===== config.mk =====
export PLATFORM = sky130hd
export DESIGN_NAME = uart_rx
export DESIGN_NICKNAME = d
export VERILOG_FILES = /design/src/rtl/uart_pkg.sv /design/src/rtl/uart_sync2.sv /design/src/rtl/uart_rx.sv
export SDC_FILE = /design/constraint.sdc
export NUM_CORES = 1
export LEC_CHECK = 0
export CORE_MARGIN = 2
export CORE_UTILIZATION = 55
export DETAILED_ROUTE_END_ITERATION = 12
export PLACE_DENSITY = 0.85
export REMOVE_ABC_BUFFERS = 1
export SYNTH_ARGS = -nofsm -noshare
export SYNTH_HDL_FRONTEND = slang
export SYNTH_SLANG_ARGS = --single-unit
export TNS_END_PERCENT = 5

===== constraint.sdc =====
create_clock -name i_clock -period 4.5 [get_ports i_clock]
set_input_delay 0.9 -clock i_clock [delete_from_list [all_inputs] [get_ports i_clock]]
set_output_delay 0.9 -clock i_clock [all_outputs]
set_load 0.02 [all_outputs]

===== src/rtl/uart_pkg.sv =====
// Shared UART definitions (receiver now, transmitter later); PARITY state only with UART_RX_PARITY_EN.
// No logic here: constants and the FSM state type only.
package uart_pkg;

  localparam int OVERSAMPLE = 16;
  localparam int MID_START  = 7;

  typedef enum logic [2:0] {
    IDLE   = 3'd0,
    START  = 3'd1,
    DATA   = 3'd2,
`ifdef UART_RX_PARITY_EN
    PARITY = 3'd4,
`endif
    STOP   = 3'd3
  } uart_state_t;

endpackage


===== src/rtl/uart_sync2.sv =====
// Two-flop synchronizer for an idle-high async line; 2-cycle latency, no backpressure.
// Resets to 1 so the receiver sees an idle line while in reset.
module uart_sync2 (
  input  logic i_clock,
  input  logic i_reset,
  input  logic i_d,
  output logic o_q
);

  logic meta;

  always_ff @(posedge i_clock or negedge i_reset) begin
    if (!i_reset) begin
      meta <= 1'b1;
      o_q  <= 1'b1;
    end else begin
      meta <= i_d;
      o_q  <= meta;
    end
  end

endmodule


===== src/rtl/uart_rx.sv =====
// 16x-oversampled UART receiver, LSB first; optional even parity via UART_RX_PARITY_EN.
// Done/error pulses one clock after the stop-bit sample tick; no backpressure, a frame is never stalled.
module uart_rx
  import uart_pkg::*;
#(
  parameter int DATA_BITS  = 8,
  parameter int STOP_TICKS = 16
) (
  input  logic                 i_clock,
  input  logic                 i_reset,
  input  logic                 i_tick,
  input  logic                 i_rx,
  output logic [DATA_BITS-1:0] o_data,
  output logic                 o_rx_done,
`ifdef UART_RX_PARITY_EN
  output logic                 o_parity_err,
`endif
  output logic                 o_frame_err
);

  localparam int              NW          = (DATA_BITS > 1) ? $clog2(DATA_BITS) : 1;
  localparam logic [3:0]      S_MID       = 4'(MID_START);
  localparam logic [3:0]      S_BIT_LAST  = 4'(OVERSAMPLE - 1);
  localparam logic [3:0]      S_STOP_LAST = 4'(STOP_TICKS - 1);
  localparam logic [NW-1:0]   N_LAST      = NW'(DATA_BITS - 1);

  uart_state_t          state_q, state_d;
  logic                 armed_q, armed_d;
  logic [3:0]           s_q, s_d;
  logic [NW-1:0]        n_q, n_d;
  logic [DATA_BITS-1:0] shreg_q, shreg_d;
  logic                 load;
  logic                 rx;
`ifdef UART_RX_PARITY_EN
  logic                 par_q, par_d;
`endif

  uart_sync2 u_sync (
    .i_clock (i_clock),
    .i_reset (i_reset),
    .i_d     (i_rx),
    .o_q     (rx)
  );

  always_comb begin
    state_d = state_q;
    armed_d = armed_q;
    s_d     = s_q;
    n_d     = n_q;
    shreg_d = shreg_q;
    load    = 1'b0;
`ifdef UART_RX_PARITY_EN
    par_d   = par_q;
`endif
    case (state_q)
      // A start edge only counts once the line has been seen idle, so a break yields one frame.
      IDLE: begin
        if (rx) begin
          armed_d = 1'b1;
        end else if (armed_q) begin
          state_d = START;
          s_d     = 4'd0;
          armed_d = 1'b0;
        end
      end
      START: if (i_tick) begin
        if (s_q == S_MID) begin
          s_d     = 4'd0;
          n_d     = '0;
          state_d = rx ? IDLE : DATA;
        end else begin
          s_d = s_q + 4'd1;
        end
      end
      DATA: if (i_tick) begin
        if (s_q == S_BIT_LAST) begin
          s_d     = 4'd0;
          shreg_d = {rx, shreg_q[DATA_BITS-1:1]};
          if (n_q == N_LAST) begin
`ifdef UART_RX_PARITY_EN
            state_d = PARITY;
`else
            state_d = STOP;
`endif
          end else begin
            n_d = n_q + 1'b1;
          end
        end else begin
          s_d = s_q + 4'd1;
        end
      end
`ifdef UART_RX_PARITY_EN
      PARITY: if (i_tick) begin
        if (s_q == S_BIT_LAST) begin
          s_d     = 4'd0;
          par_d   = rx;
          state_d = STOP;
        end else begin
          s_d = s_q + 4'd1;
        end
      end
`endif
      STOP: if (i_tick) begin
        if (s_q == S_STOP_LAST) begin
          s_d     = 4'd0;
          load    = 1'b1;
          state_d = IDLE;
        end else begin
          s_d = s_q + 4'd1;
        end
      end
      default: state_d = IDLE;
    endcase
  end

  always_ff @(posedge i_clock or negedge i_reset) begin
    if (!i_reset) begin
      state_q      <= IDLE;
      armed_q      <= 1'b0;
      s_q          <= 4'd0;
      n_q          <= '0;
      shreg_q      <= '0;
      o_data       <= '0;
      o_rx_done    <= 1'b0;
      o_frame_err  <= 1'b0;
`ifdef UART_RX_PARITY_EN
      par_q        <= 1'b0;
      o_parity_err <= 1'b0;
`endif
    end else begin
      state_q      <= state_d;
      armed_q      <= armed_d;
      s_q          <= s_d;
      n_q          <= n_d;
      shreg_q      <= shreg_d;
      o_rx_done    <= load;
      o_frame_err  <= load & ~rx;
      if (load) o_data <= shreg_q;
`ifdef UART_RX_PARITY_EN
      par_q        <= par_d;
      o_parity_err <= load & ((^shreg_q) ^ par_q);
`endif
    end
  end

endmodule

== Yosys cells after proc, flatten, opt, wreduce, memory -nomap -nowiden ==
Cells that the tools add are included.

* Memories: 0
* Bits in registers: 31
* Memory bits (writable): 0
* Latch bits: 0
* Input bits: 4
* Logic and storage cells: 67
* ROM bits: 0

* Bitwise operators: 2
* Equal/unequal tests: 17
* Div/mod/pow operators: 0
* Multipliers: 0
* Shift-type cells: 0
* Reductions and logical operators: 8
* Magnitude comparators: 0
* $add $sub $neg: 2
* Mux-type cells: 28

{| class="wikitable"
|+ Operators by type and width
! cell !! count
|-
| $mux W3 || 14
|-
| $mux W4 || 6
|-
| $ne A2 B2 Y1 const B || 10
|-
| $pmux W3 S4 || 1
|-
| $pmux W4 S3 || 1
|-
| $reduce_and A9 Y1 || 1
|-
| $eq A3 B2 Y1 const B || 2
|-
| $pmux W3 S2 || 1
|-
| $reduce_and A6 Y1 || 1
|-
| $reduce_and A5 Y1 || 1
|-
| $add A4 B1 Y4 const B || 1
|-
| $eq A4 B3 Y1 const B || 1
|-
| $eq A4 B4 Y1 const B || 1
|-
| $mux W1 || 4
|-
| $add A3 B1 Y3 const B || 1
|-
| $eq A3 B1 Y1 const B || 1
|-
| $eq A3 B3 Y1 const B || 1
|-
| $logic_not A3 Y1 || 1
|-
| $reduce_and A3 Y1 || 1
|-
| $reduce_bool A3 Y1 || 1
|-
| $mux W2 || 1
|-
| $ne A2 B1 Y1 const B || 1
|-
| $reduce_bool A2 Y1 || 1
|-
| $reduce_or A2 Y1 || 1
|-
| 2 further kinds || 2
|}

== Logic depth before layout (Yosys ltp) ==
Gate-level depths: netlist of run 1.

* Depth in word-level cells: 5
* Depth in mapped cells: 5
* Depth with buffers taken out: 5

== Hierarchy ==
From an unflattened synthesis of run 1, not the netlist that was laid out.

* Cell total of the unflattened synthesis: 106
* Area total of the unflattened synthesis: 1342.5 µm²

{| class="wikitable"
|+ By module, submodules not included
! module !! area an instance (µm²) !! cells an instance !! times used !! sequential area each (µm²)
|-
| uart_rx || 1290.0 || 104 || 1 || 700.7
|-
| uart_sync2 || 52.6 || 2 || 1 || 52.6
|}

== Worst setup path after synthesis of run 1 ==
Ideal clock, no wire load.

* Path type: input to register
* From: input i_tick
* To: register o_data[0]
* Required time: 4.375 ns
* Data arrival time: 1.741 ns
* Setup time: 0.125 ns
* Slack: 2.634 ns
* Stages on the path: 3
* Cell sequence: nand4_1 -> nor2_2 -> mux2_2

* Cells in the longest elaborated chain, start to end: 2

{| class="wikitable"
|+ Ends and longest elaborated chain
! what !! RTL line !! source
|-
| from (decl) || uart_rx.sv:11 || <nowiki>input logic i_tick,</nowiki>
|-
| $mux W1 || uart_rx.sv:103 || <nowiki>STOP: if (i_tick) begin</nowiki>
|-
| $mux W1 || uart_rx.sv:55 || <nowiki>case (state_q)</nowiki>
|-
| named net load || uart_rx.sv:32 || <nowiki>logic load;</nowiki>
|-
| to (signal assigned) || uart_rx.sv:138 || <nowiki>if (load) o_data <= shreg_q;</nowiki>
|-
| to (decl) || uart_rx.sv:13 || <nowiki>output logic [DATA_BITS-1:0] o_data,</nowiki>
|}

The timed path passes the listed nets, and every way through them passes these cells.
A chain may end at the register's enable or synchronous reset.

== Worst setup path after layout of run 1 ==
* From: input i_tick
* To: register o_data[6]

Same word-level chain as after synthesis.

==> results of run 1 <==
[metrics by stage]
stage	utilization	hold WS, ps	instances	cell area [µm²]
2_1_floorplan	-	345	99	1300
3_3_place_gp	0.653	346	141	1470
3_5_place_dp	0.653	349	141	1470
4_1_cts	0.674	361	148	1520
5_1_grt	0.674	367	148	1520
6_report	0.674	361	148	1520
[synth_stat cells, drive strengths merged]
library cell / number / area (µm²)
nor4bb: 1 / 10.0
dfrtp: 28 / 701
mux2: 20 / 225
a2111o: 1 / 11.3
or4b: 1 / 10.0
o21ai: 4 / 20.0
nor3: 2 / 10.0
nand3: 5 / 25.0
nor4: 1 / 6.26
inv: 3 / 11.3
ha: 3 / 37.5
o211ai: 1 / 7.51
a221oi: 1 / 8.76
a21oi: 1 / 5.00
o221ai: 1 / 8.76
nand2: 5 / 18.8
dfstp: 2 / 52.6
and3: 3 / 18.8
nand4bb: 1 / 11.3
nand4: 3 / 18.8
o2111ai: 1 / 8.76
o21a: 1 / 7.51
nand2b: 1 / 6.26
buf: 5 / 25.0
a2bb2oi: 1 / 8.76
nor2: 4 / 20.0
a31oi: 1 / 6.26
nor3b: 2 / 15.0
a41oi: 1 / 8.76
[final timing paths]
check / startpoint / to / slack [ps]
worst max-delay path: i_tick / o_data[6] / 2150
worst min-delay path: u_sync.meta / u_sync.o_q / 360
worst max register to register: s_q[0] / o_data[6] / 2650
worst min register to register: u_sync.meta / u_sync.o_q / 360
max in group asynchronous: i_reset / shreg_q[3] / 2660
min in group asynchronous: i_reset / shreg_q[6] / 1150
[sequential cells by signal, indices dropped and copies added (netlist names)]
name / count
u_sync.meta: 1
o_frame_err: 1
n_q: 3
armed_q: 1
state_q: 2
s_q: 4
o_rx_done: 1
o_data: 8
shreg_q: 8
u_sync.o_q: 1
[cell families (layout without fill, tap and decap cells)]
| logic type | after synthesis | count (layout) |
|---|---|---|
| muxes | 20 | 20 |
| DFF | 30 | 30 |
| buffers and inverters | 8 | 24 |
| adders and majority gates | 3 | 3 |
| AOI/OAI and AO/OA | 14 | 14 |
| and+or+nand+nor | 29 | 29 |
[metal layers]
layer / vias up / wire length (µm)
met2: 22 / 1160
met4: 0 / 52
met5: - / 0
met1: 456 / 953
met3: 5 / 123
li1: 416 / -
[worst max-delay path, cell delays in order]
cell and delay (ps):
clkdlybuf4s50_1 600, nand4_1 230, nor2_2 440, mux2_2 390
[layout make-up]
class                   instances  area, µm²  area share
clock buffers                   5       37.5      0.0247
well taps                      28       35.0      0.0231
repair buffers                 14        138      0.0906
flip-flops and latches         30        753       0.496
multi-input cells              66        534       0.352
inverters                       3       11.3     0.00741
clock inverters                 2       10.0     0.00659
[power by group]
group / leakage, nW / internal (mW) / switching [mW]
clock: 0.0308 / 0.0560 / 0.0868
combinational: 0.284 / 0.0571 / 0.0589
sequential: 0.397 / 0.304 / 0.0646
==> results_dict.tcl, run 1 <==
set metrics [dict create \
    area_delta_synth_final_pct 14.7 \
    maxSlewViolCount 0 \
    globalRouteMet1Util 0.242 \
    ant_nets 0 \
    peakVddDrop_mv 0.257 \
    grt-busiest-layer "met2" \
    synth-simple-area-share 0.129 \
    ctsResizeCount 0 \
    post_synth_mux_area_share 0.170 \
    cts_buffers 5 \
    synthCells 104 \
    rows 17 \
    gp_congestion 0.740 \
    cts.clk_slew.worst_paths_ps 80 \
    n_fill_cell 185 \
    startpoint_type "input port" \
    grt_pass1_wl_um 3860 \
    synth_top_family_by_area "multiplexers" \
    start_util 0.587 \
    finalNetCount 127 \
    dieArea_um2 2820 \
    io_buffers 13 \
    ys_seq_elements 30 \
    wl_per_cell_um 15.4 \
    tns_ps 0 \
    yosys_warnings 0 \
    insertion_delay_ps 320 \
    crit_required_ps 4710 \
    final.min_clock_period_ps 2350 \
    path_max_fanout 9 \
    rsz0062_at_grt "false" \
    grt_use_met3 0.0734 \
    ctsHoldBuffers 0 \
    leakage_nw 0.711 \
    n_antenna_cell 0 \
    finClkSkew_ps 6.82 \
    synthAdderAreaFrac 0.0284 \
    cts_tree "built" \
    min_delay_path_depth 0 \
    synthXorXnorAreaFrac 0 \
    syn_area_per_cell_um2 12.7 \
    core_um2 2250 \
    setup_viol 0 \
    setup.worst_path.end_class "flop" \
    pin_count 14 \
    hp-class "reg -> reg" \
    synth_seq_area_share 0.569 \
    htreeDepth 2 \
    cts_setup_buffers 0 \
    antenna_found_initial 0 \
    worst_slew_pin_slew_ps 1060 \
    post-route-period-util 0.523 \
    fmax_ghz 0.425 \
    power_density_nw_per_um2 413 \
    drive_gt1_frac 0.267 \
    max-slew-margin-rel 0.293 \
    clock_sinks 30 \
    layout_commonest_cell "dfrtp_1" \
    finalWorstSetupSlack_ps 2150 \
    clockBufferDepth 2 \
    dr.pass1.iters 4 \
    fp.dieW_um 53.1 \
    layout_common_cells "dfrtp_1, mux2_2, clkdlybuf4s50_1" \
    first_global_vias 833 \
    die-height_um 53.1 \
    root_buffer "clkbuf_4" \
    max_cap_viol_count 0 \
    critPathKind "in -> reg" \
    synth_compound_area_frac 0.0766 \
    grt.overflow.total 0 \
    p_total_mw 0.627 \
    cp.arrival_ps 2560 \
    vias_per_cell 6.07 \
    grt.met2_usage 0.313 \
    grt_max_degree 26 \
    routed-via-count 899 \
    grt_use_total 0.200 \
    status "finished clean" \
    first_iter_violations 15 \
    drt_wl_total_um 2290 \
    dp_hpwl_um 1600 \
    worstRegToRegCells 4 \
    drc_errors 0 \
    pre_cts_ws_ps 1810 \
    syn_area_um2 1320 \
    yosys.cell_types.count 30 \
    hold_violations 0 \
]
No activity file was read; power rests on OpenSTA's default activity.
==> inputs of run 2 (changes only) <==
CORE_UTILIZATION = 54   (was 55)
PLACE_DENSITY = 0.84   (was 0.85)
clock period = 2.25 ns   (was 4.5 ns; I/O delays follow)
==> results_dict.tcl, run 2 (synthesis gave the netlist of run 1 again) <==
set metrics [dict create \
    worst_slew_pin_slew_ps 562 \
    hp-class "reg -> reg" \
    drc_errors 0 \
    die-height_um 53.5 \
    hold_slack_ps 363 \
    path_max_fanout 9 \
    cts_tree "built" \
    cp.arrival_ps 2090 \
    gp_congestion 0.857 \
    rows 17 \
    cts.clk_slew.worst_paths_ps 100 \
    n_antenna_cell 0 \
    fin_cells 152 \
    maxSlewViolCount 0 \
    crit_required_ps 2460 \
    dieArea_um2 2860 \
    max_cap_viol_count 0 \
    area_delta_synth_final_pct 17.7 \
    setup_viol 0 \
    slowest_stage "nor2_2" \
    first_global_vias 904 \
    setup.worst_path.end_class "flop" \
    vias_per_cell 5.88 \
    p_total_mw 1.33 \
    leakage_nw 0.729 \
    status "finished clean" \
    largestRegisters "o_data x8, shreg_q x8, s_q x4" \
    final.min_clock_period_ps 1880 \
    layout_commonest_cell "dfrtp_1" \
    dp_hpwl_um 1720 \
    cts_buffers 5 \
    grt_use_total 0.208 \
    stdcell_area_um2 1560 \
    utilization 0.691 \
    core_um2 2250 \
    grt_pass1_wl_um 4090 \
    n_fill_cell 166 \
    finalWorstSetupSlack_ps 367 \
    rsz0062_at_grt "false" \
    pin_count 14 \
    htreeDepth 2 \
    startpoint_type "flop" \
    layout_common_cells "dfrtp_1, mux2_2, clkdlybuf4s50_1" \
    pre_cts_ws_ps 122 \
    post-route-period-util 0.837 \
    finalNetCount 130 \
    drt_wl_total_um 2480 \
    fp.dieW_um 53.5 \
    critPathKind "reg -> reg" \
    place_inst 144 \
    grt_max_degree 31 \
    ant_nets 0 \
    ctsHoldBuffers 0 \
    start_util 0.587 \
    peakVddDrop_mv 0.607 \
    insertion_delay_ps 320 \
    io_buffers 13 \
    placed_cell_area_um2 1490 \
    ctsResizeCount 0 \
    wl_per_cell_um 16.3 \
    multi_input_area_um2 534 \
    cts_setup_buffers 0 \
    crit_path_max_incr_delay_ps 450 \
    power_density_nw_per_um2 853 \
    tns_ps 0 \
    finClkSkew_ps 7.23 \
    grt.overflow.total 0 \
    antenna_found_initial 0 \
    routed-via-count 894 \
    root_buffer "clkbuf_4" \
    path_cells "ha_1 > nand4_1 > nor2_2 > mux2_2" \
    dr.pass1.iters 4 \
    clock_sinks 30 \
    clockBufferDepth 2 \
    regArea_um2 753 \
    hold_violations 0 \
    first_iter_violations 22 \
    max-slew-margin-rel 0.621 \
    fmax_ghz 0.531 \
    drive_gt1_frac 0.290 \
]
## run 2: area by class of cell
cell class / count / area share
repair buffers: 17 / 0.103
well taps: 28 / 0.0225
inverters: 3 / 0.00723
multi-input cells: 66 / 0.343
flip-flops and latches: 30 / 0.484
clock buffers: 6 / 0.0329
clock inverters: 2 / 0.00803
## run 2: critical path: cells and delay by family (launching register included)
| family | cells | cell delay [ps] |
|---|---|---|
| simple gates | 2 | 670 |
| mux | 1 | 410 |
| flops | 1 | 420 |
| fa+ha+maj | 1 | 270 |
## run 2: layer usage
layer / track usage / wire (µm) / up-vias
met5: 0 / 0 / -
li1: - / - / 421
met1: 0.256 / 1080 / 439
met3: 0.0621 / 121 / 4
met4: 0.0940 / 34 / 0
met2: 0.337 / 1250 / 30
## run 2: power by group
| part | internal (mW) | switching (mW) |
|---|---|---|
| clock network | 0.150 | 0.182 |
| registers | 0.608 | 0.0798 |
| logic | 0.136 | 0.173 |
| total | 0.894 | 0.435 |
## run 2: final timing paths
kind                       depth (start not counted)          to  slack, ps   startpoint
max in group asynchronous                          2  u_sync.o_q       1430      i_reset
hold / removal                                     0  u_sync.o_q        360  u_sync.meta
min in group asynchronous                          2  state_q[1]        500      i_reset
setup / recovery                                   4   o_data[3]        370       s_q[0]
setup reg to reg                                   4   o_data[3]        370       s_q[0]
hold reg to reg                                    0  u_sync.o_q        360  u_sync.meta
==> inputs of run 3 (changes only) <==
clock period = 1.96 ns   (was 2.25 ns; I/O delays follow)
==> results_dict.tcl, run 3 (synthesis gave the netlist of run 1 again) <==
set metrics [dict create \
    crit_path_max_incr_delay_ps 420 \
    n_fill_cell 161 \
    crit_required_ps 2170 \
    post-route-period-util 0.913 \
    maxSlewViolCount 0 \
    clockBufferDepth 2 \
    cts_buffers 5 \
    largestRegisters "o_data x8, shreg_q x8, s_q x4" \
    dr.pass1.iters 4 \
    first_iter_violations 14 \
    io_buffers 13 \
    multi_input_area_um2 534 \
    grt_max_degree 31 \
    drc_errors 0 \
    layout_common_cells "dfrtp_1, mux2_2, clkdlybuf4s50_1" \
    startpoint_type "flop" \
    vias_per_cell 6.13 \
    dieArea_um2 2860 \
    cts.clk_slew.worst_paths_ps 90 \
    htreeDepth 2 \
    cpMostUsedCell "ha_1" \
    tns_ps 0 \
    regArea_um2 753 \
    insertion_delay_ps 330 \
    first_global_vias 958 \
    max-slew-margin-rel 0.753 \
    die-height_um 53.5 \
    cts_setup_buffers 0 \
    setup.worst_path.end_class "flop" \
    path_max_fanout 3 \
    fp.dieW_um 53.5 \
    grt_use_total 0.220 \
    wl_per_cell_um 16.6 \
    finalNetCount 133 \
    n_antenna_cell 0 \
    cts_tree "built" \
    drt_wl_total_um 2550 \
    leakage_nw 0.754 \
    hold_violations 0 \
    max_cap_viol_count 0 \
    ant_nets 0 \
    start_util 0.587 \
    worst_hold_startpoint "u_sync.meta" \
    r2r-start "n_q[0]" \
    area_delta_synth_final_pct 20.7 \
    gp_congestion 0.800 \
    finClkSkew_ps 7.52 \
    hp-class "reg -> reg" \
    cp.arrival_ps 2000 \
    routed-via-count 944 \
    final.min_clock_period_ps 1790 \
    drive_gt1_frac 0.302 \
    grt_pass1_wl_um 4280 \
    critPathKind "reg -> reg" \
    rows 17 \
    power_density_nw_per_um2 1040 \
    peakVddDrop_mv 0.800 \
    fmax_ghz 0.559 \
    status "finished clean" \
    grt.overflow.total 0 \
    dp_hpwl_um 1780 \
    root_buffer "clkbuf_4" \
    worst_slew_pin_slew_ps 369 \
    clock_sinks 30 \
    ctsHoldBuffers 0 \
    core_um2 2250 \
    pin_count 14 \
    antenna_found_initial 0 \
    ctsResizeCount 0 \
    crit_start "n_q[0]" \
    rsz0062_at_grt "false" \
    setup_viol 0 \
    path_cells "ha_1 > ha_1 > nor4bb_1 > o2111ai_1 > mux2_2" \
    hold_slack_ps 360 \
    layout_commonest_cell "dfrtp_1" \
    slowest_stage "dfrtp_1" \
]
[run 3: critical path, delay by kind of cell, from the launching register on]
family | cells | cell delay (ps)
AO/OA/AOI/OAI | 1 | 230
adder cells (fa/ha/maj) | 2 | 400
flip-flops | 1 | 420
multiplexers | 1 | 340
AND/OR/NAND/NOR | 1 | 290
[run 3: area by class of cell]
type,instances,share of cell area
sequential,30,0.471
multi-input combinational,66,0.334
timing repair buffer,20,0.114
clock buffer,6,0.0321
tap,28,0.0219
clock inverter,1,0.0188
inverter,3,0.00705
[run 3: power by group]
part	total (mW)	switching [mW]	internal (mW)	leakage, nW
registers	0.796	0.0988	0.698	0.397
logic	0.371	0.209	0.162	0.313
clock network	0.501	0.204	0.297	0.0443
total	1.67	0.512	1.16	0.754
[run 3: through the flow]
stage | area (µm²) | instances | utilization | power, mW | setup slack, ps
6_report | 1600 | 154 | 0.709 | 1.67 | 170
5_1_grt | 1600 | 154 | 0.709 | 1.75 | 117
4_1_cts | 1600 | 154 | 0.709 | 1.67 | 202
3_5_place_dp | 1520 | 147 | 0.673 | 1.17 | 50.0
3_3_place_gp | 1520 | 147 | 0.673 | 1.13 | 110
2_1_floorplan | 1300 | 99 | - | 1.02 | 318
[run 3: routing by layer]
layer,GRT usage,vias to the layer above,routed length [µm]
met2,0.354,37,1290
met1,0.254,467,1040
met5,0,-,0
met3,0.0847,9,161
li1,-,431,-
met4,0.111,0,59
[run 3: worst paths after layout]
| path | slack (ps) | end | depth (start not counted) |
|---|---|---|---|
| min in group asynchronous | 440 | o_data[0] | 2 |
| min reg2reg | 360 | u_sync.o_q | 0 |
| max | 170 | n_q[0] | 5 |
| max in group asynchronous | 1200 | u_sync.o_q | 2 |
| max reg2reg | 170 | n_q[0] | 5 |
| min | 360 | u_sync.o_q | 0 |
